`config.mk`:
```
export PLATFORM = sky130hd
export DESIGN_NAME = mdu_seq
export DESIGN_NICKNAME = d
export VERILOG_FILES = /design/src/rtl/mdu_pkg.sv /design/src/rtl/mdu_seq_div_iter.sv /design/src/rtl/mdu_seq.sv
export SDC_FILE = /design/constraint.sdc
export NUM_CORES = 2
export LEC_CHECK = 0
export CAP_MARGIN = 25
export CORE_UTILIZATION = 45
export CTS_CLUSTER_DIAMETER = 30
export DETAILED_ROUTE_END_ITERATION = 7
export SLEW_MARGIN = 5
export SYNTH_ARGS = -nofsm -noshare
export SYNTH_HDL_FRONTEND = slang
export SYNTH_SLANG_ARGS = --single-unit
```
`constraint.sdc`:
```
create_clock -name clk -period 11.1 [get_ports clk]
set_input_delay 2.22 -clock clk [delete_from_list [all_inputs] [get_ports clk]]
set_output_delay 2.22 -clock clk [all_outputs]
set_load 0.01 [all_outputs]
```
`src/rtl/mdu_pkg.sv`:
```
// Shared constants for the multiply/divide sequencer: R-type opcode, MD funct codes,
// FSM state encoding and a conditional absolute-value helper.
package mdu_pkg;

    localparam logic [5:0] OP_RTYPE = 6'h00;
    localparam logic [5:0] FN_MFHI  = 6'h10;
    localparam logic [5:0] FN_MTHI  = 6'h11;
    localparam logic [5:0] FN_MFLO  = 6'h12;
    localparam logic [5:0] FN_MTLO  = 6'h13;
    localparam logic [5:0] FN_MULT  = 6'h18;
    localparam logic [5:0] FN_MULTU = 6'h19;
    localparam logic [5:0] FN_DIV   = 6'h1a;
    localparam logic [5:0] FN_DIVU  = 6'h1b;

    typedef enum logic [1:0] {
        S_IDLE = 2'd0,
        S_MUL  = 2'd1,
        S_DIV  = 2'd2,
        S_FIX  = 2'd3
    } state_e;

    // Two's-complement magnitude when the operation is signed and the value negative.
    function automatic logic [31:0] abs_if(input logic [31:0] v, input logic sgn);
        return (sgn && v[31]) ? (32'd0 - v) : v;
    endfunction

endpackage

```
`src/rtl/mdu_seq_div_iter.sv`:
```
// One restoring shift-subtract divide step: shifts the next dividend bit from the
// quotient register into the partial remainder and produces one quotient bit.
module div_iter #(
    parameter int unsigned DW = 32
) (
    input  logic [DW-1:0] rem_i,
    input  logic [DW-1:0] quo_i,
    input  logic [DW-1:0] dvs_i,
    output logic [DW-1:0] rem_o,
    output logic [DW-1:0] quo_o
);

    logic [DW:0] shl_s;
    logic [DW:0] diff_s;

    // Trial subtraction; the top bit of the 33-bit difference is the borrow.
    always_comb begin
        shl_s  = {rem_i, quo_i[DW-1]};
        diff_s = shl_s - {1'b0, dvs_i};
        if (!diff_s[DW]) begin
            rem_o = diff_s[DW-1:0];
            quo_o = {quo_i[DW-2:0], 1'b1};
        end else begin
            rem_o = shl_s[DW-1:0];
            quo_o = {quo_i[DW-2:0], 1'b0};
        end
    end

endmodule

```
`src/rtl/mdu_seq.sv`:
```
// Multi-cycle multiply/divide sequencer beside the EX-stage ALU; owns HI/LO and
// stalls the pipeline when an MD instruction arrives while an operation is in flight.
module mdu_seq
    import mdu_pkg::*;
#(
    parameter int unsigned MUL_CYCLES = 4,
    parameter int unsigned DW         = 32
) (
    input  logic          clk,
    input  logic          rst_n,
    input  logic          ex_valid,
    input  logic          flush,
    input  logic [5:0]    op,
    input  logic [5:0]    funct,
    input  logic [DW-1:0] rs_data,
    input  logic [DW-1:0] rt_data,
    output logic          busy,
    output logic          stall,
    output logic [DW-1:0] mf_data,
    output logic [DW-1:0] hi,
    output logic [DW-1:0] lo
);

    state_e          state_q;
    logic [4:0]      cnt_q;
    logic            busy_q;
    logic            sgn_q;
    logic [DW-1:0]   a_q, b_q;
    logic [DW-1:0]   rem_q, quo_q, dvs_q;
    logic [DW-1:0]   hi_q, lo_q;
    logic [DW-1:0]   rem_d, quo_d;
    logic            fn_md_s, is_md_s, accept_s, sgn_s;
    logic            neg_quo_s, neg_rem_s;
    logic [2*DW-1:0] prod_s;

    // Recognise the MD funct subset.
    always_comb begin
        fn_md_s = 1'b0;
        case (funct)
            FN_MFHI, FN_MTHI, FN_MFLO, FN_MTLO,
            FN_MULT, FN_MULTU, FN_DIV, FN_DIVU: fn_md_s = 1'b1;
            default:                            fn_md_s = 1'b0;
        endcase
    end

    assign is_md_s  = ex_valid & ~flush & (op == OP_RTYPE) & fn_md_s;
    assign accept_s = is_md_s & ~busy_q;
    assign sgn_s    = ~funct[0];
    assign stall    = busy_q & is_md_s;

    // Sign-extended 64x64 product; the low 64 bits equal the signed or unsigned result.
    assign prod_s    = {{DW{sgn_q & a_q[DW-1]}}, a_q} * {{DW{sgn_q & b_q[DW-1]}}, b_q};
    assign neg_quo_s = sgn_q & (a_q[DW-1] ^ b_q[DW-1]);
    assign neg_rem_s = sgn_q & a_q[DW-1];

    // Move-from read port, combinational from current HI/LO.
    always_comb begin
        mf_data = '0;
        if (is_md_s && funct == FN_MFHI) begin
            mf_data = hi_q;
        end else if (is_md_s && funct == FN_MFLO) begin
            mf_data = lo_q;
        end else begin
            mf_data = '0;
        end
    end

    div_iter #(.DW(DW)) u_div_iter (
        .rem_i (rem_q),
        .quo_i (quo_q),
        .dvs_i (dvs_q),
        .rem_o (rem_d),
        .quo_o (quo_d)
    );

    // Sequencer FSM with HI/LO, operand and iteration registers.
    always_ff @(posedge clk) begin
        if (!rst_n) begin
            state_q <= S_IDLE;
            cnt_q   <= 5'd0;
            busy_q  <= 1'b0;
            sgn_q   <= 1'b0;
            a_q     <= '0;
            b_q     <= '0;
            rem_q   <= '0;
            quo_q   <= '0;
            dvs_q   <= '0;
            hi_q    <= '0;
            lo_q    <= '0;
        end else begin
            case (state_q)
                S_IDLE: begin
                    if (accept_s) begin
                        case (funct)
                            FN_MTHI: hi_q <= rs_data;
                            FN_MTLO: lo_q <= rs_data;
                            FN_MULT, FN_MULTU: begin
                                a_q     <= rs_data;
                                b_q     <= rt_data;
                                sgn_q   <= sgn_s;
                                cnt_q   <= 5'(MUL_CYCLES - 1);
                                busy_q  <= 1'b1;
                                state_q <= S_MUL;
                            end
                            FN_DIV, FN_DIVU: begin
                                a_q     <= rs_data;
                                b_q     <= rt_data;
                                sgn_q   <= sgn_s;
                                rem_q   <= '0;
                                quo_q   <= abs_if(rs_data, sgn_s);
                                dvs_q   <= abs_if(rt_data, sgn_s);
                                cnt_q   <= 5'd31;
                                busy_q  <= 1'b1;
                                state_q <= S_DIV;
                            end
                            default: ;
                        endcase
                    end
                end
                S_MUL: begin
                    if (cnt_q == 5'd0) begin
                        {hi_q, lo_q} <= prod_s;
                        busy_q       <= 1'b0;
                        state_q      <= S_IDLE;
                    end else begin
                        cnt_q <= cnt_q - 5'd1;
                    end
                end
                S_DIV: begin
                    rem_q <= rem_d;
                    quo_q <= quo_d;
                    if (cnt_q == 5'd0) begin
                        state_q <= S_FIX;
                    end else begin
                        cnt_q <= cnt_q - 5'd1;
                    end
                end
                S_FIX: begin
                    // Divide by zero reports all-ones quotient and the raw dividend.
                    if (b_q == '0) begin
                        lo_q <= {DW{1'b1}};
                        hi_q <= a_q;
                    end else begin
                        lo_q <= neg_quo_s ? ('0 - quo_q) : quo_q;
                        hi_q <= neg_rem_s ? ('0 - rem_q) : rem_q;
                    end
                    busy_q  <= 1'b0;
                    state_q <= S_IDLE;
                end
                default: begin
                    busy_q  <= 1'b0;
                    state_q <= S_IDLE;
                end
            endcase
        end
    end

    assign busy = busy_q;
    assign hi   = hi_q;
    assign lo   = lo_q;

endmodule

```
# After elaboration in Yosys (flattened, before gate mapping)

Memory sizes are Yosys's and may differ from the RTL's.
Index checks and enable logic that the tools add are counted.

Flip-flop bits (word level): 233
Bits of input ports: 80
Memories kept: 1
Logic and storage cells: 112
Output and inout bits: 98
Memory bits (read-only): 32

Reductions and logical operators: 23
Mux-type cells: 38
Bitwise gates (word level): 12
$add $sub $neg: 6
Multipliers: 1
Equality and inequality tests: 20

Memory list:

| name             | words | bits a word | rd ports | clocked after memory_dff | write ports | line          | RTL |
|---|---|---|---|---|---|---|---|
| (name not given) | 32    | 1           | 1        | 0                        | 0           | mdu_seq.sv:39 | `case (funct)` |

Operator list:

| cell                                                | number |
|---|---|
| two-way mux 32 bit                                  | 19 |
| one-hot mux 32 bit (3 select lines)                 | 2 |
| one-hot mux 32 bit (2 select lines)                 | 2 |
| subtractor 1 x 32 -> 32 bit, first input constant   | 4 |
| multiplier 33 x 33 -> 64 bit                        | 1 |
| equality test 6 x 5 -> 1 bit, second input constant | 8 |
| subtractor 33 x 32 -> 33 bit                        | 1 |
| logical NOT 32 bit                                  | 1 |
| one-hot mux 5 bit (2 select lines)                  | 2 |
| AND reduction 4 bit                                 | 5 |
| two-way mux 5 bit                                   | 2 |
| != test 2 bit, second input constant                | 5 |
| AND reduction 3 bit                                 | 3 |
| AND 1 bit                                           | 8 |
| one-hot mux 2 bit (4 select lines)                  | 1 |
| logical NOT 6 bit                                   | 1 |
| two-way mux 2 bit                                   | 3 |
| != test 2 x 1 -> 1 bit, second input constant       | 3 |
| OR reduction 2 bit                                  | 3 |
| logical NOT 5 bit                                   | 1 |
| two-way mux 1 bit                                   | 5 |
| subtractor 5 x 1 -> 5 bit, second input constant    | 1 |
| equality test 2 bit, second input constant          | 2 |
| logical AND 1 bit                                   | 4 |
| 10 further kinds                                    | 13 |

# Logic depth before layout (Yosys ltp)

Word-level depth: 7
Mapped depth: 33
Mapped depth without buffers: 28

# Modules after synthesis

From an unflattened synthesis, not the netlist that was laid out.

Cell total of the unflattened synthesis: 6,389
Area total of the unflattened synthesis: 54,320.8 um2

By module, submodules not included:

| module   | area each (um2) | cells an instance | instances | seq. area each (um2) |
|---|---|---|---|---|
| mdu_seq  | 51,729.6        | 6,053             | 1         | 4,664.5 |
| div_iter | 2,591.2         | 336               | 1         | 0.0 |

# Least setup slack after synthesis

No wires, ideal clock.

Path type: flip-flop to flip-flop
Start point: register a_q[31]
End point: register hi_q[31] (netlist: hi[31])
Path buffers: 5
Period minus slack after synthesis: 8.739 ns
Arrival: 8.622 ns
Stages on the path, launching flop included: 31
Setup time: 0.117 ns
Path slack: 2.361 ns
Data required time: 10.983 ns
Cells stage by stage: dfxtp_1 -> clkbuf_1 -> and2_1 -> clkbuf_1 -> clkbuf_1 -> clkbuf_1 -> nand2_1 -> inv_1 -> fa_1 -> inv_1 -> fa_1 -> inv_1 -> fa_1 -> fa_1 -> inv_1 -> fa_1 -> inv_1 -> fa_1 -> inv_1 -> fa_1 -> fa_1 -> inv_1 -> ha_1 -> buf_4 -> nand3_1 -> or3_1 -> o41a_1 -> o311ai_0 -> nand4_1 -> a31oi_1 -> nor2_1

Word-level cells in the longest chain between the ends: 4
Elaborated cells between the ends (all ways): 6
Classes of those cells: 1 x mul; 4 x mux; 1 x bitwise

RTL lines:

| element                                                            | line                           | RTL |
|---|---|---|
| from (decl)                                                        | mdu_seq.sv:28                  | `logic [DW-1:0] a_q, b_q;` |
| from (signal assigned)                                             | mdu_seq.sv:98                  | `a_q <= rs_data;` |
| from (signal assigned)                                             | mdu_seq.sv:106                 | `a_q <= rs_data;` |
| AND 1 bit                                                          | mdu_seq.sv:52, mdu_seq.sv:54   |  |
| multiplier 33 x 33 -> 64 bit or two-way mux 32 bit (tied branches) | mdu_seq.sv:52, mdu_seq.sv:145  |  |
| two-way mux 32 bit, on equally long branches                       | mdu_seq.sv:121, mdu_seq.sv:140 |  |
| one-hot mux 32 bit (3 select lines) *                              | mdu_seq.sv:91                  | `case (state_q)` |
| to (signal assigned)                                               | mdu_seq.sv:95                  | `FN_MTHI: hi_q <= rs_data;` |
| to (signal assigned)                                               | mdu_seq.sv:122                 | `{hi_q, lo_q} <= prod_s;` |
| to (signal assigned)                                               | mdu_seq.sv:142                 | `hi_q <= a_q;` |
| to (decl)                                                          | mdu_seq.sv:30                  | `logic [DW-1:0] hi_q, lo_q;` |

Mark *: on every way between the ends. The rest lies on a longest branch, timed or not. The select of a mux whose other input is x is not followed.
A chain may end at the register's enable or synchronous reset.

# Worst setup path in the final report

Start point: register sgn_q
End point: register hi_q[31] (netlist: hi[31])

Word-level cells in the longest chain between the ends: 4
Elaborated cells between the ends (all ways): 7
Classes of those cells: 1 x mul; 4 x mux; 2 x bitwise

RTL lines:

| element                                                            | line                           | RTL |
|---|---|---|
| from (decl)                                                        | mdu_seq.sv:27                  | `logic sgn_q;` |
| from (signal assigned)                                             | mdu_seq.sv:100                 | `sgn_q <= sgn_s;` |
| from (signal assigned)                                             | mdu_seq.sv:108                 | `sgn_q <= sgn_s;` |
| AND 1 bit, on equally long branches                                | mdu_seq.sv:52, mdu_seq.sv:54   |  |
| multiplier 33 x 33 -> 64 bit or two-way mux 32 bit (tied branches) | mdu_seq.sv:52, mdu_seq.sv:145  |  |
| two-way mux 32 bit, on equally long branches                       | mdu_seq.sv:121, mdu_seq.sv:140 |  |
| one-hot mux 32 bit (3 select lines) *                              | mdu_seq.sv:91                  |  |

Marked as above.

==> metrics.txt <==
clk slew on worst S/H paths 50 ps; total CTS buffers 58; H-tree Lvls 2; main flop type after synthesis dfxtp_1; HPWL after DPL 127,400 um; floorplan row count 125; CP max stage delay 820 ps; Worst Tran Pin Value 1144 ps; WS Path Type flip-flop to flip-flop; Fmax 0.1078 GHz; cell area after synthesis 53,190 um2; final worst-path cycle share 0.8357; Post-synth EDFFs 0; status finished, final reports clean; nets@finish 7,657; clock root buffer master clkbuf_16; Starting Density 0.4559; # diodes 0; Mapped Cells 6,286; Setup crit end kind flip-flop; average cell area after synthesis 8.462 um2; FF+latch count, synth 233; GRT Overall Usage 0.2706; clock sinks 233; Die Span Y 345.8 um; DRC viols 0; arrival time worst endpoint 9810 ps; pwr/cell area 49.33 nW/um2; Antenna Nets Post-Route 0; Peak VDD IR 0.1136 mV; slowest cell on the critical path fa_1; DR WL/cell 20.45 um; Placer Congestion 0.9350; crit path launch type flip-flop; Place WS 1956 ps; initial antenna violation count 10; Die W 345.8 um; 1st-iter DRT viols 3,321; crit-path most repeated cell fa_1; routed vias 42,420; Total Neg Setup Slack 0 ps; die area 119,600 um2; Max-Cap Viols 0; Skew-Pair Late Insertion Delay 610 ps; first-pass GRT wire length 254,600 um; Detailed Route WL 158,900 um; vias in the first global route 44,010; Worst Path Max Fanout 15; postcts setup bufs 0; Top Family by Delay on Critical Path adder cells; cts hold-fix bufs 0; CTS tree yes; share of layout cells above drive strength 1 0.04148; number of buffers and inverters on the critical path 8; largest net degree at the start of global routing 80; final hold vios 0; Clock Skew 21.55 ps; # setup viols final 0; Tot Pwr 2862 uW; Top Ports 178; RSZ-0062 raised after global routing false; fin crit period 9277 ps; count of buffers from port buffering 177; area delta synth->final 9.074%; Critical Path RT 11,640 ps; Synthesized Nets 7,747; Longest Clk Path Bufs 3; Slew HR 0.2362; cell leakage power 0.02665 uW; # resized after CTS 0; core footprint 116,700 um2; Vias per Instance 5.461; library cells used by synthesis 84; final worst slack 1823 ps; Ys Warns 0; min-delay worst type flip-flop to flip-flop; fin. max-slew vios 0; grt ovf 0; Initial DRT Pass Iterations 6; post-synthesis async set-or-reset flop share 0; register area share after synthesis 0.08769
[final timing paths]
kind	from	end	slack [ps]	cells after the start
setup reg to reg	sgn_q$_SDFFE_PN0P_	hi[31]$_SDFFE_PN0P_	1820	28
hold / removal	b_q[26]$_SDFFE_PN0P_	b_q[26]$_SDFFE_PN0P_	450	2
hold reg to reg	b_q[26]$_SDFFE_PN0P_	b_q[26]$_SDFFE_PN0P_	450	2
setup / recovery	sgn_q$_SDFFE_PN0P_	hi[31]$_SDFFE_PN0P_	1820	28
[cell type report]
class                      instances  area [um2]
multi-input combinational       4432       42250
clock inverter                    42       628.1
timing repair buffer             274        2530
sequential                       233        4672
clock buffer                      66        1543
tap                             1524        1907
inverter                        1197        4496
fill                           11290       58650
[cells by family (layout without fill, tap and decap cells)]
group                      after synthesis  count (layout)  share of synthesized area
AOI/OAI and AO/OA                      865             865                     0.1001
xor gates and xnor gates               210             210                    0.03458
adders and majority gates             1381            1381                     0.4837
buffers and inverters                 1621            1579                     0.1189
DFF                                    233             233                    0.08769
muxes                                   58              58                    0.01094
and+or+nand+nor                       1918            1918                     0.1641
[per-stage QoR]
stage	util	hold WS, ps	cells	instance area [um2]
after global placement	0.4782	440.6	7657	55790
after CTS	0.4970	451.6	7766	57990
after detailed placement	0.4784	445.7	7658	55820
after global routing	0.4973	475.3	7768	58020
final	0.4973	450.5	7768	58020
after floorplan	-	431.9	6286	53190
[cell usage after synthesis, types with 6 or more instances]
cell type | count | area share
a22oi_1 | 17 | 0.0024
nand2_1 | 1096 | 0.077
nand3_1 | 26 | 0.0024
o31ai_1 | 20 | 0.0028
nand4_1 | 22 | 0.0026
a21o_1 | 39 | 0.0055
xor2_1 | 88 | 0.014
o21bai_1 | 17 | 0.0024
or3_1 | 20 | 0.0024
nand3b_1 | 7 | 0.00099
a221oi_1 | 31 | 0.0051
a211oi_1 | 40 | 0.0056
o311ai_0 | 6 | 0.00099
or2_2 | 15 | 0.0018
a31oi_1 | 25 | 0.0029
and2_1 | 358 | 0.042
nor2b_1 | 16 | 0.0019
a311oi_1 | 18 | 0.0030
or4_1 | 9 | 0.0013
o211ai_1 | 17 | 0.0024
nor4_1 | 30 | 0.0035
o21ai_0 | 256 | 0.024
and3_1 | 26 | 0.0031
buf_4 | 6 | 0.00085
mux2i_1 | 57 | 0.011
nor3_1 | 37 | 0.0035
xnor2_1 | 122 | 0.020
a41oi_1 | 10 | 0.0016
nand2b_1 | 16 | 0.0019
clkbuf_8 | 9 | 0.0023
o21a_1 | 27 | 0.0038
o41ai_1 | 12 | 0.0020
nor2_1 | 215 | 0.015
ha_1 | 255 | 0.060
nor4b_1 | 7 | 0.0012
clkbuf_1 | 392 | 0.028
dfxtp_1 | 233 | 0.088
a21oi_1 | 283 | 0.027
fa_1 | 1126 | 0.42
inv_1 | 1197 | 0.084
[metal layers]
layer / wire length, um / global-route usage / vias up
li1: - / - / 19000
met2: 78660 / 0.4653 / 1356
met1: 64510 / 0.3538 / 21770
met3: 9596 / 0.03109 / 296
met5: 38 / 0 / -
met4: 6093 / 0.08934 / 6
[power breakdown]
group	internal [uW]	leakage, uW	switching, uW
combinational	52.9	0.0237	78.5
clock	1300	0.00104	588
sequential	839	0.00188	0.646
total	2190	0.0267	668
[worst min-delay path, stage by stage, from the launching register on]
cell and delay (ps):
dfxtp_1 300, nand2_1 50, a21oi_1 50
[registers in the layout, indices dropped and copies added (netlist names)]
name     flops
hi          32
dvs_q       32
a_q         32
lo          32
busy         1
sgn_q        1
state_q      2
cnt_q        5
rem_q       32
quo_q       32
b_q         32
[placed cells by master, fill, tap and decap left out, types with 57 or more instances in the layout]
| master | count |
|---|---|
| and2_1 | 358 |
| ha_1 | 252 |
| mux2i_1 | 57 |
| buf_4 | 94 |
| o21ai_0 | 256 |
| inv_1 | 1196 |
| fa_1 | 1126 |
| a21oi_1 | 282 |
| clkbuf_16 | 59 |
| clkdlybuf4s50_1 | 175 |
| xor2_1 | 88 |
| nand2_1 | 1096 |
| nor2_1 | 212 |
| xnor2_1 | 122 |
| dfxtp_1 | 227 |
Power figures use the tool's default switching activity.
